`src/rtl/cond_flag_bank.sv`:
```
// Multi-channel condition capture: per-channel synchroniser, edge detect,
// mode-selectable flag and saturating rise counter.
module cond_flag_bank #(
  parameter int CHANNELS    = 4,
  parameter int SYNC_STAGES = 2,
  parameter int CNT_WIDTH   = 8
) (
  input  logic                          clk,
  input  logic                          rst_n,
  input  logic [CHANNELS-1:0]           cond_in,
  input  logic [2*CHANNELS-1:0]         mode,
  input  logic [CHANNELS-1:0]           clear,
  output logic [CHANNELS-1:0]           flag_o,
  output logic [CHANNELS-1:0]           rise_o,
  output logic [CHANNELS-1:0]           fall_o,
  output logic [CHANNELS*CNT_WIDTH-1:0] count_o,
  output logic                          any_flag_o
);

  typedef enum logic [1:0] {
    FOLLOW = 2'b00,
    STICKY = 2'b01,
    TOGGLE = 2'b10,
    PULSE  = 2'b11
  } mode_e;

  localparam logic [CNT_WIDTH-1:0] CNT_MAX = '1;

  logic [SYNC_STAGES-1:0] sync_q [CHANNELS];
  logic [CNT_WIDTH-1:0]   cnt_q  [CHANNELS];
  logic [CNT_WIDTH-1:0]   cnt_d  [CHANNELS];

  logic [CHANNELS-1:0] cond_s;
  logic [CHANNELS-1:0] prev_q;
  logic [CHANNELS-1:0] rise;
  logic [CHANNELS-1:0] fall;
  logic [CHANNELS-1:0] flag_q;
  logic [CHANNELS-1:0] flag_d;
  logic [CHANNELS-1:0] rise_q;
  logic [CHANNELS-1:0] fall_q;
  logic                any_q;
  logic                any_d;

  always_comb begin
    cond_s = '0;
    for (int i = 0; i < CHANNELS; i++) begin
      cond_s[i] = sync_q[i][SYNC_STAGES-1];
    end
  end

  assign rise = cond_s & ~prev_q;
  assign fall = ~cond_s & prev_q;

  // Clear lands first, then the edge event is applied on top of it.
  always_comb begin
    flag_d = '0;
    for (int i = 0; i < CHANNELS; i++) begin
      cnt_d[i] = '0;
      unique case (mode_e'(mode[2*i +: 2]))
        FOLLOW: flag_d[i] = cond_s[i];
        STICKY: flag_d[i] = (flag_q[i] & ~clear[i]) | rise[i];
        TOGGLE: flag_d[i] = (flag_q[i] & ~clear[i]) ^ rise[i];
        PULSE:  flag_d[i] = rise[i];
      endcase
      cnt_d[i] = clear[i] ? '0 : cnt_q[i];
      if (rise[i] && (cnt_d[i] != CNT_MAX)) begin
        cnt_d[i] = cnt_d[i] + CNT_WIDTH'(1);
      end
    end
    any_d = |flag_d;
  end

  always_ff @(posedge clk or negedge rst_n) begin
    if (!rst_n) begin
      for (int i = 0; i < CHANNELS; i++) begin
        sync_q[i] <= '0;
        cnt_q[i]  <= '0;
      end
      prev_q <= '0;
      flag_q <= '0;
      rise_q <= '0;
      fall_q <= '0;
      any_q  <= 1'b0;
    end else begin
      for (int i = 0; i < CHANNELS; i++) begin
        sync_q[i][0] <= cond_in[i];
        for (int k = 1; k < SYNC_STAGES; k++) begin
          sync_q[i][k] <= sync_q[i][k-1];
        end
        cnt_q[i] <= cnt_d[i];
      end
      prev_q <= cond_s;
      flag_q <= flag_d;
      rise_q <= rise;
      fall_q <= fall;
      any_q  <= any_d;
    end
  end

  always_comb begin
    count_o = '0;
    for (int i = 0; i < CHANNELS; i++) begin
      count_o[i*CNT_WIDTH +: CNT_WIDTH] = cnt_q[i];
    end
  end

  assign flag_o     = flag_q;
  assign rise_o     = rise_q;
  assign fall_o     = fall_q;
  assign any_flag_o = any_q;

endmodule

```
`config.mk`:
```
export PLATFORM = sky130hd
export DESIGN_NAME = cond_flag_bank
export DESIGN_NICKNAME = d
export VERILOG_FILES = /design/src/rtl/cond_flag_bank.sv
export SDC_FILE = /design/constraint.sdc
export NUM_CORES = 1
export LEC_CHECK = 0
export BUFFER_PORTS_ARGS = -buffer_cell sky130_fd_sc_hd__buf_2
export CORE_MARGIN = 2
export CORE_UTILIZATION = 40
export CTS_BUF_LIST = sky130_fd_sc_hd__clkbuf_4 sky130_fd_sc_hd__clkbuf_8
export CTS_CLUSTER_SIZE = 8
export DETAILED_ROUTE_END_ITERATION = 7
export PLACE_DENSITY_LB_ADDON = 0.15
export SYNTH_ARGS = -nofsm -noshare
export SYNTH_HDL_FRONTEND = slang
export SYNTH_SLANG_ARGS = --single-unit
```
`constraint.sdc`:
```
create_clock -name clk -period 2.8 [get_ports clk]
set_clock_uncertainty 0.05 [all_clocks]
set_input_delay 0.84 -clock clk [delete_from_list [all_inputs] [get_ports clk]]
set_output_delay 0.84 -clock clk [all_outputs]
set_load 0.05 [all_outputs]
```
==> summary.md, run 1 <==
| Metric | Value |
|---|---|
| Nets | 343 |
| TritonCTS Buffers | 9 |
| Global route overflow | 0 |
| Final WL | 5.308 mm |
| Initial antenna violation count | 0 |
| Syn Inst Count | 243 |
| Initial Util | 0.4181 |
| Max-slew headroom | 0.6118 |
| Worst skew pair latency | 0.33 ns |
| First-pass GRT wire length | 9.142 mm |
| Final hold slack | 0.2991 ns |
| Worst-Margin Slew | 0.5824 ns |
| CTS tree | yes |
| Yosys warns | 0 |
| Vias in the first global route | 2048 |
| Routed Antenna Nets | 0 |
| P_int | 0.001428 W |
| Dpl hpwl | 3.859 mm |
| Status | finished clean |
| Final setup vio count | 0 |
| Hold_buf cts | 0 |
| Crit Path Class | flop to flop |
| Power per cell area | 581.3 mW/mm2 |
| Max Clock Freq | 0.4379 GHz |
| Setup TNS | 0 ns |
| Hold Violations, Final | 0 |
| Syn_area_per_cell | 11.05 um2 |
| Post-synth EDFFs | 0 |
| Die W | 85.93 um |
| Drt initial violations | 70 |
| Mapped cell area | 0.002685 mm2 |
| Worst Hold Launch | sync_q[4] |
| Fin crit share | 0.8155 |
| PostCTS Resize Cnt | 0 |
| Die area | 0.007384 mm2 |
| Sequential Power Share | 0.454 |
| Minimum clock period | 2.283 ns |
| Ys async rst share | 1.000 |
| # IOs | 63 |
| H-tree levels | 3 |
| FF+latch count, synth | 57 |
| Drt wl/cell | 13.30 um |
| Final Slew Violations | 0 |
| Ant. Diodes | 0 |
| Crit path max fanout | 6 |
| Largest net degree at the start of global routing | 34 |
| Row count | 29 |
| RSZ-0062 raised after global routing | false |
| Arrival @ worst endpoint | 2.43 ns |
| Sequential-to-total area share from yosys stat | 0.5312 |
| Sw power | 0.0005121 W |
| Port bufs | 62 |
| Max Cap Viol | 0 |
| Setup crit start | cond_s[3] |
| Die Ht | 85.93 um |
| Synth unique cells | 38 |
| CP peak stage delay | 0.48 ns |
| Drt drc | 0 |
| CP Launch Type | flop |
| Post-Syn Nets | 269 |
| P_leak | 1.605 nW |
| Critical Path End Type | flop |
| Root Driver | clkbuf_8 |
| Placed cell area | 0.003129 mm2 |
| CTS Sinks | 57 |
| Reg clk slew, reported paths | 0.06 ns |
| Detailed Routing Iterations Pass 1 | 4 |
| Clock power frac | 0.419 |
| Design Area, Final | 0.003338 mm2 |
| Layout cells sized above 1 | 0.3043 |
| Drt via density | 5.080 |
| CP required | 2.94 ns |
| GP Congestion | 0.8056 |
| FF-to-FF Start | cond_s[3] |
| Clock tree buffer depth | 2 |
| Total Routing Usage GR | 0.1579 |
| Via count | 2027 |
| Dpl cells | 383 |
| Area grow syn2layout | 24.32% |
| Comb pwr share | 0.127 |
| Min-delay worst type | flop to flop |
| Critical-path top delay cell | mux4_2 |
| Main synth FF type | dfrtp_1 |
| Core Region | 0.006422 mm2 |
| Setup repair bufs after CTS | 0 |
| Post-layout util | 0.5198 |
| Peak supply drop | 0.3564 mV |
| Fin cells | 399 |
| CP Cell Sequence | nor2b_1 > inv_1 > ha_1 > mux4_2 > or4_1 |
| Sw Ratio | 0.2639 |
[placed cells by master (no fill, tap or decap), types with 8 or more instances in the layout]
master / count
buf_2: 62
dfrtp_1: 57
nand2b_1: 22
nor2b_1: 15
nor2_1: 15
inv_1: 13
nand2_1: 13
xnor2_1: 11
nor3_1: 10
clkbuf_8: 9
a21oi_1: 8
ha_1: 8
[critical path: cells and delay by family, from the launching register on]
family	cells	cell delay (ns)
flip-flops	1	0.39
AND/OR/NAND/NOR	2	0.81
buffers and inverters	1	0.13
adder cells (fa/ha/maj)	1	0.30
multiplexers	1	0.48
[cell usage after synthesis, types with 5 or more instances]
master	instances	area (um2)
a21oi_1	8	40.04
mux2_2	5	56.30
inv_1	13	48.80
nor2_1	15	56.30
nor3_1	10	50.05
xnor2_1	11	96.34
nor2b_1	15	93.84
ha_1	8	100.1
o21ai_0	7	35.03
dfrtp_1	57	1426
nand2b_1	22	137.6
nand4_1	7	43.79
mux2i_1	6	60.06
nand2_1	13	48.80
[through the flow]
stage                     power, W  setup slack (ns)
after floorplan           0.001063            0.2782
after global placement    0.001146            0.2768
after detailed placement  0.001148            0.2376
after CTS                 0.001977            0.5301
after global routing      0.002045            0.3957
final                     0.001940            0.5166
[power groups by stage]
stage / logic (W) / clock network, W / registers, W
4_1_cts: 0.000251 / 0.000844 / 0.000882
2_1_floorplan: 0.0000710 / 0 / 0.000992
3_5_place_dp: 0.000251 / 0 / 0.000897
3_3_place_gp: 0.000249 / 0 / 0.000897
6_report: 0.000247 / 0.000812 / 0.000881
5_1_grt: 0.000268 / 0.000891 / 0.000886
[final cells by class]
| cell class | count | area [um2] |
|---|---|---|
| Clock buffer | 9 | 123.9 |
| Clock inverter | 7 | 85.08 |
| Fill cell | 596 | 3084 |
| Inverter | 13 | 48.80 |
| Multi-Input combinational cell | 168 | 1190 |
| Sequential cell | 57 | 1426 |
| Tap cell | 77 | 96.34 |
| Timing Repair Buffer | 68 | 367.9 |
[routing by layer]
layer	part of all wire	global-route usage	vias up
met4	0.011	0.08081	0
met2	0.46	0.2403	49
met1	0.47	0.2053	977
met5	0	0	-
li1	-	-	995
met3	0.057	0.04427	6
[path summary, 6_finish.rpt]
check | end | slack (ns) | cells past startpoint
worst max-delay path | any_flag_o | 0.52 | 5
worst min-delay path | cond_s[1] | 0.30 | 0
worst max register to register | any_flag_o | 0.52 | 5
worst min register to register | cond_s[1] | 0.30 | 0
max in group asynchronous | cond_s[0] | 1.66 | 2
min in group asynchronous | count_o[26] | 0.45 | 1
[kinds of logic after synthesis]
| logic type | Yosys count | share of synthesized area |
|---|---|---|
| buf+inv | 18 | 0.02563 |
| fa+ha+maj | 8 | 0.03728 |
| simple gates | 114 | 0.2558 |
| compound gates | 20 | 0.04241 |
| xor+xnor | 12 | 0.03914 |
| mux | 14 | 0.06850 |
| flops | 57 | 0.5312 |
[state kept, by name, indices dropped and copies added, names as in the netlist]
signal      cells
any_flag_o      1
cond_s          4
count_o        32
fall_o          4
flag_o          4
prev_q          4
rise_o          4
sync_q          4
(Power assumes the default switching activity.)
==> run 2: changes to the inputs <==
==> constraint.sdc (replaced) <==
create_clock -name clk -period 1.9 [get_ports clk]
set_clock_uncertainty 0.05 [all_clocks]
set_input_delay 0.57 -clock clk [delete_from_list [all_inputs] [get_ports clk]]
set_output_delay 0.57 -clock clk [all_outputs]
set_load 0.05 [all_outputs]
==> run 2 against run 1 <==
- the run now ends with setup timing left
- die area did not move
- flip-flop and latch count is the same
- sequential share of layout area down 4.9 points
- critical path depth unchanged
- non-clock buffer count up 38
- first-iteration DRC count down 10%
- maximum frequency rose by 16%
- worst hold slack got worse by 0.11 ns
- clock power grew 43%
- routed wire length grew 13%
- via count is 7.6% higher
- setup slack got worse by 0.59 ns
- largest power group unchanged
==> summary.md, run 2 (same netlist as run 1, synthesis figures left out) <==
| Metric | Value |
|---|---|
| Placed cell area | 0.003498 mm2 |
| Worst skew pair latency | 0.33 ns |
| Die W | 85.93 um |
| Final setup vio count | 1 |
| Violated checks | setup timing |
| Clock power frac | 0.397 |
| Row count | 29 |
| Fill count | 566 |
| Max Cap Viol | 0 |
| Sequential Power Share | 0.447 |
| Dpl cells | 414 |
| Reg clk slew, reported paths | 0.07 ns |
| Die Ht | 85.93 um |
| CP Launch Type | flop |
| Setup crit start | prev_q[1] |
| Worst setup margin | -0.06954 ns |
| Min-delay worst type | input pin to async pin |
| Power per cell area | 767.5 mW/mm2 |
| Final hold slack | 0.1860 ns |
| Ant. Diodes | 0 |
| Comb pwr share | 0.156 |
| Fin cells | 436 |
| RSZ-0062 raised after global routing | true |
| Core Region | 0.006422 mm2 |
| Global route overflow | 0 |
| Detailed Routing Iterations Pass 1 | 4 |
| Critical-path top delay cell | or4_4 |
| Max FFs per register | 32 |
| GP Congestion | 0.7387 |
| CP required | 2.05 ns |
| Max Clock Freq | 0.5077 GHz |
| Layout cells sized above 1 | 0.4680 |
| Reg2reg path depth | 5 |
| Root Driver | clkbuf_8 |
| H-tree levels | 3 |
| Area grow syn2layout | 41.43% |
| Commonest non-fill, non-tap cell in the layout | buf_2 |
| Design Area, Final | 0.003797 mm2 |
| Fin crit share | 1.037 |
| Final WL | 6.023 mm |
| Largest net degree at the start of global routing | 58 |
| Max-slew headroom | 0.7423 |
| Drt wl/cell | 13.81 um |
| Arrival @ worst endpoint | 2.12 ns |
| P_leak | 1.821 nW |
| Die area | 0.007384 mm2 |
| Critical Path End Type | flop |
| Dpl hpwl | 4.243 mm |
| CP top delay family | simple AND/OR/NAND/NOR gates |
| CP Cell Sequence | nor2b_4 > inv_2 > ha_4 > mux4_2 > or4_4 |
| CTS tree | yes |
| Sw power | 0.0007906 W |
| First-pass GRT wire length | 9.984 mm |
| Drt drc | 0 |
| Crit Path Class | flop to flop |
| Drt initial violations | 63 |
| R2r setup slk | -0.07 ns |
| Port bufs | 62 |
| # IOs | 63 |
| WP depth | 5 |
| Hold Violations, Final | 0 |
| P_int | 0.002124 W |
| WP buf/inv | 1 |
| Status | finished with violations |
| Crit path capture | any_flag_o |
| Clock tree buffer depth | 2 |
| Post-layout util | 0.5913 |
| Hold_buf cts | 0 |
| Crit path max fanout | 2 |
| Worst reg2reg endpoint | any_flag_o |
| Pre-CTS setup slack | -0.3521 ns |
| Initial Util | 0.4181 |
| Drt via density | 5.005 |
| CTS Sinks | 57 |
| Commonest cells after routing, fill and taps aside | buf_2 (62), dfrtp_1 (50), buf_4 (43), nand2b_1 (19), nor2_1 (15) |
| CP peak stage delay | 0.52 ns |
| Peak supply drop | 0.5986 mV |
| Total Routing Usage GR | 0.1732 |
| Minimum clock period | 1.970 ns |
| Nets | 381 |
| Sw Ratio | 0.2713 |
| Final Slew Violations | 0 |
| FF-to-FF Start | prev_q[1] |
| Vias in the first global route | 2169 |
| Routed Antenna Nets | 0 |
| Via count | 2182 |
| Initial antenna violation count | 0 |
| Worst-Margin Slew | 0.3806 ns |
| TritonCTS Buffers | 9 |
run 2: cell types whose count changed in the layout (fill, tap and decap cells not counted), moves of 4 or more:
cell     delta
nor3_1      -4
nor2b_2     +4
buf_4      +38
nor2b_1     -7
ha_4        +5
dfrtp_2     +7
dfrtp_1     -7
ha_1        -6
run 2: stage by stage:
step	setup TNS [ns]	total power (W)
finish	-0.06954	0.002914
global route	-0.1306	0.003034
CTS	-0.05804	0.002938
detailed placement	-2.448	0.001760
global placement	-2.040	0.001752
floorplan	-0.5355	0.001599
run 2: routing by layer:
| metal | wire length (um) | vias to the layer above | GRT usage |
|---|---|---|---|
| met4 | 85 | 0 | 0.08514 |
| li1 | - | 1075 | - |
| met2 | 2711 | 59 | 0.2678 |
| met5 | 0 | - | 0 |
| met1 | 2996 | 1038 | 0.2324 |
| met3 | 228 | 10 | 0.03465 |
run 2: what timing repair did:
item / in CTS / in global routing
resized for setup: 4 / 7
endpoints found under the setup margin: 1 / 3
pin swaps: 1 / 1
buffers inserted: 7 / 0
run 2: power groups by stage:
| stage | Sequential [W] | Combinational [W] | Clock (W) |
|---|---|---|---|
| after floorplan | 0.00147 | 0.000132 | 0 |
| after global placement | 0.00132 | 0.000429 | 0 |
| final | 0.00130 | 0.000455 | 0.00116 |
| after detailed placement | 0.00132 | 0.000436 | 0 |
| after global routing | 0.00131 | 0.000490 | 0.00124 |
| after CTS | 0.00130 | 0.000453 | 0.00118 |
run 2: worst register-to-register path: stages, from the launching register on:
cell and delay [ns]:
dfrtp_1 0.41, nor2b_4 0.13, inv_2 0.05, ha_4 0.20
mux4_2 0.49, or4_4 0.52
run 2: final cells by class:
type,count,area [um2],share of cell area
repair buffers,106,653.1,0.1720
clock buffers,12,158.9,0.04185
inverters,13,48.80,0.01285
clock inverters,3,40.04,0.01054
multi-input cells,168,1365,0.3595
flip-flops and latches,57,1435,0.3779
well taps,77,96.34,0.02537
run 2: how the worst min path moves through the flow:
stage / from / to / slack (ns) / depth (start not counted)
floorplan: rst_n / any_flag_o / 0.22 / 0
global placement: sync_q[6] / cond_s[0] / 0.28 / 0
detailed placement: sync_q[2] / cond_s[2] / 0.28 / 0
CTS: rst_n / count_o[6] / 0.19 / 2
global route: rst_n / count_o[21] / 0.21 / 2
finish: rst_n / count_o[6] / 0.19 / 2
==> run 3: changes to the inputs <==
==> constraint.sdc (replaced) <==
create_clock -name clk -period 2.1 [get_ports clk]
set_clock_uncertainty 0.05 [all_clocks]
set_input_delay 0.63 -clock clk [delete_from_list [all_inputs] [get_ports clk]]
set_output_delay 0.63 -clock clk [all_outputs]
set_load 0.05 [all_outputs]
==> run 3 against run 2 <==
- the flow now finishes without violations
- first-iteration DRC count down 32%
- routed wire length decreased by 8.8%
- sequential power decreased by 10%
- worst hold slack improved by 0.057 ns
- register-to-register slack improved by 0.14 ns
- flip-flop and latch count did not move
- cell count shrank 3.7%
- sequential share of layout area increased by 2.5 points
- cell area is 6.8% lower
- die area stayed put
- critical endpoint unchanged
- largest power group unchanged
==> summary.md, run 3 (same netlist as run 1, synthesis figures left out) <==
| Metric | Value |
|---|---|
| Die Ht | 85.93 um |
| CTS tree | yes |
| Drt wl/cell | 13.08 um |
| Power, Total | 0.002557 W |
| CTS Sinks | 57 |
| Via count | 2061 |
| P_leak | 1.713 nW |
| Peak supply drop | 0.3922 mV |
| Sw Ratio | 0.2612 |
| Min-delay worst type | input pin to async pin |
| Drt initial violations | 43 |
| Core Region | 0.006422 mm2 |
| Arrival @ worst endpoint | 2.17 ns |
| Final WL | 5.495 mm |
| Power per cell area | 722.2 mW/mm2 |
| H-tree levels | 3 |
| CP top delay family | simple AND/OR/NAND/NOR gates |
| Status | finished clean |
| CP Cell Sequence | nor2b_4 > inv_1 > ha_1 > mux4_2 > or4_1 |
| Clock tree buffer depth | 2 |
| Initial antenna violation count | 0 |
| Ant. Diodes | 0 |
| Root Driver | clkbuf_8 |
| Largest net degree at the start of global routing | 58 |
| Post-layout util | 0.5513 |
| P_int | 0.001889 W |
| Row count | 29 |
| Critical Path End Type | flop |
| Setup TNS | 0 ns |
| Fill count | 600 |
| Commonest cells after routing, fill and taps aside | buf_2 (62), dfrtp_1 (57), buf_4 (27), nand2b_1 (20), nor2_1 (15) |
| Max-slew headroom | 0.6537 |
| Nets | 365 |
| Drt drc | 0 |
| WP buf/inv | 1 |
| CP Launch Type | flop |
| Max FFs per register | 32 |
| # IOs | 63 |
| Max Clock Freq | 0.4923 GHz |
| Vias in the first global route | 2098 |
| Hold_buf cts | 0 |
| Final setup vio count | 0 |
| Final Slew Violations | 0 |
| Worst skew pair latency | 0.32 ns |
| Area grow syn2layout | 31.87% |
| Total Routing Usage GR | 0.1640 |
| GP Congestion | 0.7534 |
| Commonest non-fill, non-tap cell in the layout | buf_2 |
| Global route overflow | 0 |
| Routed Antenna Nets | 0 |
| Max Cap Viol | 0 |
| Initial Util | 0.4181 |
| Crit path max fanout | 3 |
| Minimum clock period | 2.031 ns |
| Setup repair bufs after CTS | 0 |
| Die area | 0.007384 mm2 |
| RSZ-0062 raised after global routing | false |
| Clock power frac | 0.398 |
| Critical-path top delay cell | mux4_2 |
| CP required | 2.24 ns |
| CP peak stage delay | 0.50 ns |
| Crit Path Class | flop to flop |
| Detailed Routing Iterations Pass 1 | 4 |
| Final hold slack | 0.2428 ns |
| Sw power | 0.0006681 W |
| Dpl hpwl | 4.038 mm |
| Hold Violations, Final | 0 |
| First-pass GRT wire length | 9.425 mm |
| TritonCTS Buffers | 9 |
| Sequential Power Share | 0.459 |
| PostCTS Resize Cnt | 0 |
| Fin crit share | 0.9672 |
| Comb pwr share | 0.143 |
| Layout cells sized above 1 | 0.3703 |
| Reg clk slew, reported paths | 0.07 ns |
| Port bufs | 62 |
| Drt via density | 4.907 |
| Die W | 85.93 um |
| Worst-Margin Slew | 0.5130 ns |
==> run 3: power by group through the flow <==
stage               Sequential, W  Combinational (W)  Clock (W)
floorplan                 0.00132           0.000105          0
global placement          0.00119           0.000366          0
detailed placement        0.00119           0.000369          0
CTS                       0.00118           0.000371    0.00106
global route              0.00118           0.000394    0.00112
finish                    0.00117           0.000365    0.00102
==> run 3: through the flow <==
step	instance area [um2]	cells	setup WS (ns)
floorplan	2756	243	-0.1613
global placement	3342	405	-0.1871
detailed placement	3342	405	-0.1785
CTS	3541	420	0.06445
global route	3541	420	0.02062
finish	3541	420	0.06889
==> run 3: worst paths after layout <==
check	startpoint	end	slack, ns	depth (start not counted)
max	prev_q[2]	any_flag_o	0.07	5
min	rst_n	count_o[20]	0.24	2
max reg2reg	prev_q[2]	any_flag_o	0.07	5
min reg2reg	sync_q[0]	cond_s[3]	0.30	0
max in group asynchronous	rst_n	count_o[15]	1.50	2
min in group clk	sync_q[0]	cond_s[3]	0.30	0
==> run 3: layout make-up <==
| cell class | instances | area, um2 | area share |
|---|---|---|---|
| clock buffer | 12 | 158.9 | 0.04488 |
| clock inverter | 3 | 40.04 | 0.01131 |
| inverter | 13 | 48.80 | 0.01378 |
| multi-input combinational | 168 | 1237 | 0.3495 |
| sequential | 57 | 1426 | 0.4028 |
| tap | 77 | 96.34 | 0.02721 |
| timing repair buffer | 90 | 533.0 | 0.1505 |
==> run 3: layer usage <==
| metal | share of wire | global-route usage |
|---|---|---|
| met5 | 0 | 0 |
| met1 | 0.46 | 0.2062 |
| met3 | 0.053 | 0.04716 |
| met2 | 0.47 | 0.2586 |
| met4 | 0.015 | 0.08081 |
